$ cat src/rtl/mem_req_arbiter_pkg.sv
`default_nettype none
// ============================================================================
// Module   : mem_req_arbiter_pkg
// Brief    : Shared types and constants for the IF/LSB memory request arbiter.
//            Optional feature macro used by the arbiter: ARB_PERF_CNT_EN.
// Revision : 1.0 - initial release
// ============================================================================
package mem_req_arbiter_pkg;

    localparam int ADDR_TYPE = 32;
    localparam int DATA_TYPE = 32;
    localparam int LS_TYPE   = 3;

    localparam logic MEM_READ  = 1'b0;
    localparam logic MEM_WRITE = 1'b1;

    // Address bits [17:16] == 2'b11 select the memory-mapped IO (UART) region
    localparam logic [1:0] IO_REGION = 2'b11;

    // Size code for a full 4-byte access; instruction fetch always uses it
    localparam logic [LS_TYPE-1:0] LS_WORD = 3'd4;

    typedef enum logic [2:0] {
        IDLE   = 3'd0,
        GNT_IF = 3'd1,
        GNT_LD = 3'd2,
        GNT_ST = 3'd3,
        ABORT  = 3'd4,
        GAP    = 3'd5
    } arb_state_t;

    function automatic logic is_io_addr(input logic [ADDR_TYPE-1:0] addr);
        return addr[17:16] == IO_REGION;
    endfunction

endpackage
`default_nettype wire

$ cat src/rtl/mem_req_arbiter_if.sv
`default_nettype none
// ============================================================================
// Module   : mem_req_arbiter_if
// Brief    : Requester, control and memory-controller signals of the arbiter.
//            master = arbiter view, slave = environment view.
// Revision : 1.0 - initial release
// ============================================================================
interface mem_req_arbiter_if;
    import mem_req_arbiter_pkg::*;

    logic                 rdy;
    logic                 clr;
    logic                 io_buffer_full;

    logic                 if_req;
    logic [ADDR_TYPE-1:0] if_addr;
    logic                 if_done;
    logic [DATA_TYPE-1:0] if_rdata;

    logic                 lsb_req;
    logic                 lsb_wr;
    logic [ADDR_TYPE-1:0] lsb_addr;
    logic [LS_TYPE-1:0]   lsb_ls_type;
    logic [DATA_TYPE-1:0] lsb_st_val;
    logic                 lsb_done;
    logic [DATA_TYPE-1:0] lsb_rdata;

    logic                 mc_enable;
    logic                 mc_wr;
    logic [ADDR_TYPE-1:0] mc_addr;
    logic [LS_TYPE-1:0]   mc_ls_type;
    logic [DATA_TYPE-1:0] mc_st_val;
    logic                 mc_done;
    logic [DATA_TYPE-1:0] mc_rdata;

    modport master (
        input  rdy, clr, io_buffer_full,
        input  if_req, if_addr,
        output if_done, if_rdata,
        input  lsb_req, lsb_wr, lsb_addr, lsb_ls_type, lsb_st_val,
        output lsb_done, lsb_rdata,
        output mc_enable, mc_wr, mc_addr, mc_ls_type, mc_st_val,
        input  mc_done, mc_rdata
    );

    modport slave (
        output rdy, clr, io_buffer_full,
        output if_req, if_addr,
        input  if_done, if_rdata,
        output lsb_req, lsb_wr, lsb_addr, lsb_ls_type, lsb_st_val,
        input  lsb_done, lsb_rdata,
        input  mc_enable, mc_wr, mc_addr, mc_ls_type, mc_st_val,
        output mc_done, mc_rdata
    );

endinterface
`default_nettype wire

$ cat src/rtl/mem_req_arbiter_age.sv
`default_nettype none
// ============================================================================
// Module   : arb_age_counter
// Brief    : Saturating count of LSB grants taken while IF waits; flags when
//            IF must be promoted ahead of the LSB.
// Revision : 1.0 - initial release
// ============================================================================
module arb_age_counter #(
    parameter int STARVE_LIMIT = 4,
    parameter int AGE_W        = 3
) (
    input  wire logic clk,
    input  wire logic rst_n,
    input  wire logic i_en,
    input  wire logic i_inc,
    input  wire logic i_clr,
    output logic      o_ge_limit
);

    localparam logic [AGE_W-1:0] AGE_MAX   = '1;
    localparam logic [AGE_W-1:0] AGE_ONE   = {{(AGE_W-1){1'b0}}, 1'b1};
    localparam logic [AGE_W-1:0] AGE_LIMIT = AGE_W'(STARVE_LIMIT);

    logic [AGE_W-1:0] r_age;

    // Clear wins over increment; the count sticks at its maximum value
    always_ff @(posedge clk or negedge rst_n) begin
        if (!rst_n) begin
            r_age <= '0;
        end else if (i_en) begin
            if (i_clr) begin
                r_age <= '0;
            end else if (i_inc && (r_age != AGE_MAX)) begin
                r_age <= r_age + AGE_ONE;
            end
        end
    end

    assign o_ge_limit = (r_age >= AGE_LIMIT);

endmodule
`default_nettype wire

$ cat src/rtl/mem_req_arbiter.sv
`default_nettype none
// ============================================================================
// Module   : mem_req_arbiter
// Brief    : Shares the byte-serial memory controller between instruction
//            fetch and the load/store buffer. LSB priority with starvation
//            promotion for IF, IO-full store gating, pipeline-clear aborts.
//            Optional macro ARB_PERF_CNT_EN adds four performance counters.
// Revision : 1.0 - initial release
// ============================================================================
module mem_req_arbiter
    import mem_req_arbiter_pkg::*;
#(
    parameter int STARVE_LIMIT = 4,
    parameter int AGE_W        = 3
) (
    input  wire logic         clk,
    input  wire logic         rst_n,
    mem_req_arbiter_if.master bus
`ifdef ARB_PERF_CNT_EN
    ,
    output logic [31:0]       perf_if_grants,
    output logic [31:0]       perf_lsb_grants,
    output logic [31:0]       perf_starve_promotions,
    output logic [31:0]       perf_io_stall_cycles
`endif
);

    arb_state_t           r_state;
    arb_state_t           w_next_state;

    logic                 w_io_blocked;
    logic                 w_lsb_eligible;
    logic                 w_age_ge;
    logic                 w_grant_if;
    logic                 w_grant_lsb;
    logic                 w_if_cmpl;
    logic                 w_lsb_cmpl;

    logic                 r_mc_wr;
    logic [ADDR_TYPE-1:0] r_mc_addr;
    logic [LS_TYPE-1:0]   r_mc_ls_type;
    logic [DATA_TYPE-1:0] r_mc_st_val;
    logic                 r_if_done;
    logic [DATA_TYPE-1:0] r_if_rdata;
    logic                 r_lsb_done;
    logic [DATA_TYPE-1:0] r_lsb_rdata;

    // Stores into the UART region must wait while its buffer is full
    assign w_io_blocked   = bus.lsb_wr && is_io_addr(bus.lsb_addr) && bus.io_buffer_full;
    assign w_lsb_eligible = bus.lsb_req && !w_io_blocked;

    arb_age_counter #(
        .STARVE_LIMIT (STARVE_LIMIT),
        .AGE_W        (AGE_W)
    ) u_age (
        .clk        (clk),
        .rst_n      (rst_n),
        .i_en       (bus.rdy),
        .i_inc      (w_grant_lsb && bus.if_req),
        .i_clr      (w_grant_if || !bus.if_req),
        .o_ge_limit (w_age_ge)
    );

    // State register; rdy low freezes the machine
    always_ff @(posedge clk or negedge rst_n) begin
        if (!rst_n) begin
            r_state <= IDLE;
        end else if (bus.rdy) begin
            r_state <= w_next_state;
        end
    end

    // Arbitration, completion and abort decisions
    always_comb begin
        w_next_state = r_state;
        w_grant_if   = 1'b0;
        w_grant_lsb  = 1'b0;
        w_if_cmpl    = 1'b0;
        w_lsb_cmpl   = 1'b0;
        case (r_state)
            IDLE: begin
                if (!bus.clr) begin
                    if (bus.if_req && (!w_lsb_eligible || w_age_ge)) begin
                        w_grant_if   = 1'b1;
                        w_next_state = GNT_IF;
                    end else if (w_lsb_eligible) begin
                        w_grant_lsb  = 1'b1;
                        w_next_state = bus.lsb_wr ? GNT_ST : GNT_LD;
                    end
                end
            end
            GNT_IF: begin
                if (bus.clr) begin
                    w_next_state = bus.mc_done ? GAP : ABORT;
                end else if (bus.mc_done) begin
                    w_if_cmpl    = 1'b1;
                    w_next_state = GAP;
                end
            end
            GNT_LD: begin
                if (bus.clr) begin
                    w_next_state = bus.mc_done ? GAP : ABORT;
                end else if (bus.mc_done) begin
                    w_lsb_cmpl   = 1'b1;
                    w_next_state = GAP;
                end
            end
            // A store already issued cannot be undone, so clr is ignored here
            GNT_ST: begin
                if (bus.mc_done) begin
                    w_lsb_cmpl   = 1'b1;
                    w_next_state = GAP;
                end
            end
            ABORT: begin
                if (bus.mc_done) begin
                    w_next_state = GAP;
                end
            end
            GAP:     w_next_state = IDLE;
            default: w_next_state = IDLE;
        endcase
    end

    // Latch the granted request and produce registered done pulses
    always_ff @(posedge clk or negedge rst_n) begin
        if (!rst_n) begin
            r_mc_wr      <= MEM_READ;
            r_mc_addr    <= '0;
            r_mc_ls_type <= '0;
            r_mc_st_val  <= '0;
            r_if_done    <= 1'b0;
            r_if_rdata   <= '0;
            r_lsb_done   <= 1'b0;
            r_lsb_rdata  <= '0;
        end else if (bus.rdy) begin
            r_if_done  <= w_if_cmpl;
            r_lsb_done <= w_lsb_cmpl;
            if (w_if_cmpl) begin
                r_if_rdata <= bus.mc_rdata;
            end
            if (w_lsb_cmpl) begin
                r_lsb_rdata <= (r_state == GNT_ST) ? '0 : bus.mc_rdata;
            end
            if (w_grant_if) begin
                r_mc_wr      <= MEM_READ;
                r_mc_addr    <= bus.if_addr;
                r_mc_ls_type <= LS_WORD;
                r_mc_st_val  <= '0;
            end else if (w_grant_lsb) begin
                r_mc_wr      <= bus.lsb_wr ? MEM_WRITE : MEM_READ;
                r_mc_addr    <= bus.lsb_addr;
                r_mc_ls_type <= bus.lsb_ls_type;
                r_mc_st_val  <= bus.lsb_wr ? bus.lsb_st_val : '0;
            end
        end
    end

    // Aborted reads keep the controller enabled until it finishes
    assign bus.mc_enable  = (r_state == GNT_IF) || (r_state == GNT_LD) ||
                            (r_state == GNT_ST) || (r_state == ABORT);
    assign bus.mc_wr      = r_mc_wr;
    assign bus.mc_addr    = r_mc_addr;
    assign bus.mc_ls_type = r_mc_ls_type;
    assign bus.mc_st_val  = r_mc_st_val;
    assign bus.if_done    = r_if_done;
    assign bus.if_rdata   = r_if_rdata;
    assign bus.lsb_done   = r_lsb_done;
    assign bus.lsb_rdata  = r_lsb_rdata;

`ifdef ARB_PERF_CNT_EN
    // Wrapping event counters, frozen together with the rest of the state
    always_ff @(posedge clk or negedge rst_n) begin
        if (!rst_n) begin
            perf_if_grants         <= '0;
            perf_lsb_grants        <= '0;
            perf_starve_promotions <= '0;
            perf_io_stall_cycles   <= '0;
        end else if (bus.rdy) begin
            if (w_grant_if) begin
                perf_if_grants <= perf_if_grants + 32'd1;
            end
            if (w_grant_lsb) begin
                perf_lsb_grants <= perf_lsb_grants + 32'd1;
            end
            if (w_grant_if && w_lsb_eligible) begin
                perf_starve_promotions <= perf_starve_promotions + 32'd1;
            end
            if ((r_state == IDLE) && bus.lsb_req && w_io_blocked) begin
                perf_io_stall_cycles <= perf_io_stall_cycles + 32'd1;
            end
        end
    end
`endif

endmodule
`default_nettype wire

$ cat src/flat_wrapper.sv
// flat-port wrapper written by rule: the top's interface ports become plain ports
module mem_req_arbiter_flat import mem_req_arbiter_pkg::*;
#(
    parameter int STARVE_LIMIT = 4,
    parameter int AGE_W        = 3
)
  (clk, rst_n, bus_rdy, bus_clr, bus_io_buffer_full, bus_if_req, bus_if_addr, bus_if_done, bus_if_rdata, bus_lsb_req, bus_lsb_wr, bus_lsb_addr, bus_lsb_ls_type, bus_lsb_st_val, bus_lsb_done, bus_lsb_rdata, bus_mc_enable, bus_mc_wr, bus_mc_addr, bus_mc_ls_type, bus_mc_st_val, bus_mc_done, bus_mc_rdata);
  mem_req_arbiter_if bus_i ();
  input  wire logic clk;
  input  wire logic rst_n;
  input wire logic [$bits(bus_i.rdy)-1:0] bus_rdy;
  input wire logic [$bits(bus_i.clr)-1:0] bus_clr;
  input wire logic [$bits(bus_i.io_buffer_full)-1:0] bus_io_buffer_full;
  input wire logic [$bits(bus_i.if_req)-1:0] bus_if_req;
  input wire logic [$bits(bus_i.if_addr)-1:0] bus_if_addr;
  output wire logic [$bits(bus_i.if_done)-1:0] bus_if_done;
  output wire logic [$bits(bus_i.if_rdata)-1:0] bus_if_rdata;
  input wire logic [$bits(bus_i.lsb_req)-1:0] bus_lsb_req;
  input wire logic [$bits(bus_i.lsb_wr)-1:0] bus_lsb_wr;
  input wire logic [$bits(bus_i.lsb_addr)-1:0] bus_lsb_addr;
  input wire logic [$bits(bus_i.lsb_ls_type)-1:0] bus_lsb_ls_type;
  input wire logic [$bits(bus_i.lsb_st_val)-1:0] bus_lsb_st_val;
  output wire logic [$bits(bus_i.lsb_done)-1:0] bus_lsb_done;
  output wire logic [$bits(bus_i.lsb_rdata)-1:0] bus_lsb_rdata;
  output wire logic [$bits(bus_i.mc_enable)-1:0] bus_mc_enable;
  output wire logic [$bits(bus_i.mc_wr)-1:0] bus_mc_wr;
  output wire logic [$bits(bus_i.mc_addr)-1:0] bus_mc_addr;
  output wire logic [$bits(bus_i.mc_ls_type)-1:0] bus_mc_ls_type;
  output wire logic [$bits(bus_i.mc_st_val)-1:0] bus_mc_st_val;
  input wire logic [$bits(bus_i.mc_done)-1:0] bus_mc_done;
  input wire logic [$bits(bus_i.mc_rdata)-1:0] bus_mc_rdata;
  assign bus_i.rdy = bus_rdy;
  assign bus_i.clr = bus_clr;
  assign bus_i.io_buffer_full = bus_io_buffer_full;
  assign bus_i.if_req = bus_if_req;
  assign bus_i.if_addr = bus_if_addr;
  assign bus_if_done = bus_i.if_done;
  assign bus_if_rdata = bus_i.if_rdata;
  assign bus_i.lsb_req = bus_lsb_req;
  assign bus_i.lsb_wr = bus_lsb_wr;
  assign bus_i.lsb_addr = bus_lsb_addr;
  assign bus_i.lsb_ls_type = bus_lsb_ls_type;
  assign bus_i.lsb_st_val = bus_lsb_st_val;
  assign bus_lsb_done = bus_i.lsb_done;
  assign bus_lsb_rdata = bus_i.lsb_rdata;
  assign bus_mc_enable = bus_i.mc_enable;
  assign bus_mc_wr = bus_i.mc_wr;
  assign bus_mc_addr = bus_i.mc_addr;
  assign bus_mc_ls_type = bus_i.mc_ls_type;
  assign bus_mc_st_val = bus_i.mc_st_val;
  assign bus_i.mc_done = bus_mc_done;
  assign bus_i.mc_rdata = bus_mc_rdata;
  mem_req_arbiter #(.STARVE_LIMIT(STARVE_LIMIT), .AGE_W(AGE_W)) u_core (.clk(clk), .rst_n(rst_n), .bus(bus_i));
endmodule
$ cat config.mk
export PLATFORM = sky130hd
export DESIGN_NAME = mem_req_arbiter_flat
export DESIGN_NICKNAME = d
export VERILOG_FILES = /design/src/rtl/mem_req_arbiter_pkg.sv /design/src/rtl/mem_req_arbiter_if.sv /design/src/rtl/mem_req_arbiter_age.sv /design/src/rtl/mem_req_arbiter.sv /design/src/flat_wrapper.sv
export SDC_FILE = /design/constraint.sdc
export NUM_CORES = 1
export LEC_CHECK = 0
export ABC_AREA = 1
export BUFFER_PORTS_ARGS = -buffer_cell sky130_fd_sc_hd__clkbuf_2
export CAP_MARGIN = 10
export CORE_MARGIN = 2
export CORE_UTILIZATION = 49
export CTS_BUF_LIST = sky130_fd_sc_hd__clkbuf_4 sky130_fd_sc_hd__clkbuf_8
export CTS_CLUSTER_DIAMETER = 200
export DETAILED_ROUTE_END_ITERATION = 8
export PLACE_DENSITY = 0.84
export SLEW_MARGIN = 40
export SYNTH_ARGS = -nofsm -noshare
export SYNTH_HDL_FRONTEND = slang
export SYNTH_SLANG_ARGS = --single-unit
$ cat constraint.sdc
create_clock -name clk -period 1.7 [get_ports clk]
set_input_delay 0.34 -clock clk [delete_from_list [all_inputs] [get_ports clk]]
set_output_delay 0.34 -clock clk [all_outputs]
set_load 0.1 [all_outputs]
==> impl_metrics.toml, run 1 <==
[clocking]
cts.sinks = 140
cts_buffers = 17
clk_pin_slew_ns = 0.08
cts_tree = "yes"
clockBufferDepth = 2
clkLatencyLatePin_ns = 0.46
cts_root_buf = "clkbuf_8"
htreeDepth = 4

[place]
gp_congestion = 0.9302
io_buffers = 274
dp_hpwl_um = 12790
dp_slack_ns = -0.06078

[setup_path]
crit_family = "simple AND/OR/NAND/NOR gates"
worst_setup_path_start_kind = "register"
critPathBufInv = 4
slowest_delay_ns = 0.40
worstSetupPathType = "reg2reg"
slowest_stage = "dfrtp_1"
crit_required_ns = 2.07
cp.arrival_ns = 2.29
crit_path_max_fanout = 9
path_cells = "buf_4 -> buf_4 -> nor2_4 -> nand2_2 -> nor2_4 -> nand3_4 -> nand2_2 -> nand2_4 -> buf_12 -> clkbuf_16 -> o21ai_1"
end_kind = "register"

[detailed_routing]
wl_per_cell_um = 15.27
vias_per_cell = 5.151
wirelength_um = 19370
drc_errors = 0
drtAntennaViolNets = 0
vias = 6532
first_pass_iters = 6
drt_iter0_markers = 402

[global_route]
grt_usage_pct = 25.69
grt_pass1_wl_um = 28660
gr-total-overflow = 0
grt_pass1_vias = 6028
antenna_found_initial = 0
grt_max_degree = 45

[sta]
layout_setup_ws_ns = -0.2225
relSlewSlack_pct = 61.70
fin_skew_ns = 0.01349
fmax_mhz = 520.2
rsz0062_at_grt = "true"
fin_hold_ws_ns = 0.1150
setup_viol = 69
period_minus_slack_ns = 1.922
worst_pin_slew_ns = 0.5769
finalMaxSlewViolations = 0
hold_viol = 0
final.period_utilization_pct = 113.1

[final_layout]
antennaDiodeCount = 0
layout_commonest_cell = "nand2_1"
most-common-layout-cells = "nand2_1 (296), clkbuf_2 (270), dfrtp_1 (140), nand3_1 (101), inv_1 (48)"
drive_above_1_share_pct = 40.33
nets = 1225
area_delta_synth_final_pct = 43.97

[yosys]
synth_fp_nets = 916
ys_ff_latch = 140
syn_avg_cell_area_um2 = 8.176
yosysUniqueCellTypes = 25
synth_top_area_share_pct = 55.36
synth_cells = 774
syn_area_mm2 = 0.006329
yosysSeqAreaShare_pct = 55.36
yosysWarnings = 0
synth_area_leaders = "dfrtp_1 (55%), nand2_1 (20%), nand3_1 (8.1%), o21ai_0 (3.6%), inv_1 (3.1%)"
synth.largest_area_cell = "dfrtp_1"

[outcome]
status = "finished, violations left"
violations = "setup timing"

[die]
coreArea_mm2 = 0.01262
die_x_um = 117.6
fp.dieH_um = 117.6
ioPinCount = 275
die_area_mm2 = 0.01384
initial_core_util_pct = 50.15
num_rows = 41

[hold_path]
holdCritPathClass = "in2reg"

[run]
max_cap_viol_count = 0
## metrics by stage
step	utilization, %	cells	instance area (µm²)	TNS [ns]
6_report	72.20	1268	9111	-10.31
5_1_grt	72.20	1268	9111	-16.45
4_1_cts	68.00	1246	8581	-0.2500
3_5_place_dp	64.08	1208	8087	-1.154
3_3_place_gp	64.08	1208	8087	0
2_1_floorplan	-	774	6331	0
## cells in the mapped netlist, drive strengths merged
cell type / count
nor2: 7
nand2: 334
buf: 38
o21ai: 76
dfrtp: 140
nor3: 1
nand3: 103
ha: 2
a21oi: 2
inv: 56
nand3b: 1
nand4: 3
clkbuf: 10
a21boi: 1
## logic make-up (layout without fill, tap and decap cells)
group           Yosys count  count (layout)  share of synthesized area, %
compound gates           79              79                         6.939
fa+ha+maj                 2               2                        0.3954
buf+inv                 104             426                         8.007
flops                   140             140                         55.36
simple gates            449             449                         29.30
## layer usage
metal	up-vias	track usage, %	wire length (µm)
met1	3120	31.33	7906
li1	3072	-	-
met3	56	5.233	1098
met2	284	43.13	9692
met5	-	0	0
met4	0	13.33	668
## worst reg2reg max path, stage by stage, from the launching register on
cell and delay (ns):
dfrtp_1 0.40, buf_4 0.14, buf_4 0.13, nor2_4 0.09, nand2_2 0.07, nor2_4 0.18, nand3_4 0.14, nand2_2 0.11
nand2_4 0.09, buf_12 0.18, clkbuf_16 0.16, o21ai_1 0.16
## repair_timing
action | CTS | global route
hold buffers | 1 | 0
setup endpoints to repair | 8 | 68
pin swaps | 2 | 14
setup buffers | 5 | 11
cloned | 0 | 11
endpoints found under the hold margin | 32 | 0
gates resized for setup | 14 | 100
## cell type report
cell class,instances,area [µm²]
Clock buffer,22,296.5
Clock inverter,10,112.6
Fill cell,979,3508
Inverter,56,241.5
Multi-Input combinational cell,530,2505
Sequential cell,140,3503
Tap cell,172,215.2
Timing Repair Buffer,335,2185
Timing Repair inverter,3,52.55
## worst paths after layout
kind	slack (ns)	from	endpoint	cells after the start
max	-0.22	u_core.r_state[1]	u_core.bus.mc_ls_type[0]	11
max in group asynchronous	0.77	rst_n	u_core.bus.lsb_rdata[23]	3
min	0.12	bus_mc_rdata[6]	u_core.bus.lsb_rdata[6]	3
min reg2reg	0.47	u_core.bus.if_rdata[7]	u_core.bus.if_rdata[7]	2
max reg2reg	-0.22	u_core.r_state[1]	u_core.bus.mc_ls_type[0]	11
min in group asynchronous	0.37	rst_n	u_core.bus.mc_st_val[3]	2
## flip-flops by register name, summed over array words and instances (netlist names)
name and count:
u_core.bus.mc_ls_type 3, u_core.bus.lsb_rdata 32, u_core.bus.if_rdata 32, u_core.bus.mc_st_val 32
u_core.u_age.r_age 3, u_core.bus.mc_addr 32, u_core.bus.lsb_done 1, u_core.bus.mc_wr 1
u_core.bus.if_done 1, u_core.r_state 3
Power of run 1 is left out: the tool's default activity adds up to more than one toggle a clock period on the data nets, which glitch-free logic cannot reach.
==> inputs of run 2 (changes only) <==
--- a/config.mk
+++ b/config.mk
@@ -10,7 +10,7 @@
 export CAP_MARGIN = 10
 export CORE_MARGIN = 2
 export CORE_UTILIZATION = 49
-export CTS_BUF_LIST = sky130_fd_sc_hd__clkbuf_4 sky130_fd_sc_hd__clkbuf_8
+export CTS_BUF_LIST = sky130_fd_sc_hd__clkbuf_8
 export CTS_CLUSTER_DIAMETER = 200
 export DETAILED_ROUTE_END_ITERATION = 8
 export PLACE_DENSITY = 0.84
==> run 2 against run 1 <==
The flow still finishes with violations (setup timing). Setup slack about the same. Routed wire length grew 0.13%. Via count barely moved. First-iteration DRC count rose by 6.5%. Global-route usage is 0.052 points higher. Core utilization about the same. Clock skew is 0.0025 ns lower. Final area about the same. Die area did not move. Hold slack better by 0.0012 ns.
==> impl_metrics.toml, run 2 (synthesis gave the netlist of run 1 again) <==
[detailed_routing]
drc_errors = 0
first_pass_iters = 5
drtAntennaViolNets = 0
wirelength_um = 19390
drt_iter0_markers = 428
wl_per_cell_um = 15.29
vias = 6529
vias_per_cell = 5.149

[global_route]
grt_max_degree = 45
grt_usage_pct = 25.74
antenna_found_initial = 0
grt_pass1_wl_um = 28700
grt_pass1_vias = 6045
gr-total-overflow = 0

[die]
die_x_um = 117.6
die_area_mm2 = 0.01384
fp.dieH_um = 117.6
ioPinCount = 275
coreArea_mm2 = 0.01262
num_rows = 41
initial_core_util_pct = 50.15

[setup_path]
crit_required_ns = 2.07
end_kind = "register"
cp.arrival_ns = 2.29
worstSetupPathType = "reg2reg"
worst_setup_path_start_kind = "register"
worstRegToRegCells = 11
crit_path_max_fanout = 9

[clocking]
cts_buffers = 17
clkLatencyLatePin_ns = 0.46
cts_root_buf = "clkbuf_8"
htreeDepth = 4
cts_tree = "yes"
cts.sinks = 140
clockBufferDepth = 2
clk_pin_slew_ns = 0.08

[final_layout]
layout_commonest_cell = "nand2_1"
multi_input_area_mm2 = 0.002505
nets = 1225
antennaDiodeCount = 0
most-common-layout-cells = "nand2_1 (296), clkbuf_2 (270), dfrtp_1 (140), nand3_1 (101), inv_1 (49)"
nFillCells = 978
area_delta_synth_final_pct = 43.91
seq_area_mm2 = 0.003503
drive_above_1_share_pct = 40.24

[sta]
fin_skew_ns = 0.01100
fmax_mhz = 520.2
setup_viol = 69
hold_viol = 0
period_minus_slack_ns = 1.922
layout_setup_ws_ns = -0.2222
worst_pin_slew_ns = 0.5771
final.period_utilization_pct = 113.1
relSlewSlack_pct = 61.69
rsz0062_at_grt = "true"
setup_tns_ns = -10.33
finalMaxSlewViolations = 0

[hold_path]
hold_depth = 3
holdCritPathClass = "in2reg"

[outcome]
status = "finished, violations left"
violations = "setup timing"

[place]
io_buffers = 274
gp_congestion = 0.9302
dp_hpwl_um = 12790

[run]
max_cap_viol_count = 0
==> run 2: cell count changes in the layout (fill, tap and decap cells not counted), sizes merged <==
cell,before,now
clkbuf,299,298
inv,57,58
==> run 2: critical path, cell delays in order, from the launching register on <==
cell and delay (ns):
dfrtp_1 0.40, buf_4 0.13, buf_4 0.13, nor2_4 0.09
nand2_2 0.07, nor2_4 0.18, nand3_4 0.14, nand2_2 0.11
nand2_4 0.09, buf_12 0.18, clkbuf_16 0.16, o21ai_1 0.16
==> run 2: final cells by class <==
| class | count | share of cell area [%] |
|---|---|---|
| clock buffers | 21 | 3.174 |
| clock inverters | 11 | 1.278 |
| inverters | 56 | 2.651 |
| multi-input cells | 530 | 27.50 |
| flip-flops and latches | 140 | 38.47 |
| well taps | 172 | 2.363 |
| repair buffers | 335 | 23.99 |
| repair inverters | 3 | 0.5770 |
==> run 2: repair_timing <==
action,CTS,global route
endpoints found under the hold margin,32,0
setup endpoints to repair,8,68
hold buffers,1,0
resized for setup,14,100
setup buffers,5,11
cloned,0,11
pin swaps,2,14
==> run 2: path summary, 6_finish.rpt <==
path | start | endpoint | slack [ns]
worst min register to register | u_core.bus.if_rdata[7] | u_core.bus.if_rdata[7] | 0.47
min in group asynchronous | rst_n | u_core.bus.mc_st_val[3] | 0.37
worst max-delay path | u_core.r_state[1] | u_core.bus.mc_ls_type[0] | -0.22
worst min-delay path | bus_mc_rdata[14] | u_core.bus.lsb_rdata[14] | 0.12
worst max register to register | u_core.r_state[1] | u_core.bus.mc_ls_type[0] | -0.22
max in group asynchronous | rst_n | u_core.bus.lsb_rdata[5] | 0.77
==> run 2: metal layers <==
metal / global-route usage (%) / routed length (µm)
met1: 31.46 / 7976
met4: 13.40 / 726
met2: 43.13 / 9607
met3: 5.233 / 1082
met5: 0 / 0
==> run 2: metrics by stage <==
stage | instances | setup WS, ns | utilization [%] | instance area [µm²] | hold slack (ns)
detailed placement | 1208 | -0.06078 | 64.08 | 8087 | 0.2628
global placement | 1208 | 0.01402 | 64.08 | 8087 | 0.2610
CTS | 1246 | -0.2477 | 67.97 | 8577 | 0.09434
floorplan | 774 | 0.08075 | - | 6331 | 0.04441
finish | 1268 | -0.2222 | 72.17 | 9107 | 0.1162
global route | 1268 | -0.2918 | 72.17 | 9107 | 0.1011
Power of run 2 is left out for the same reason.
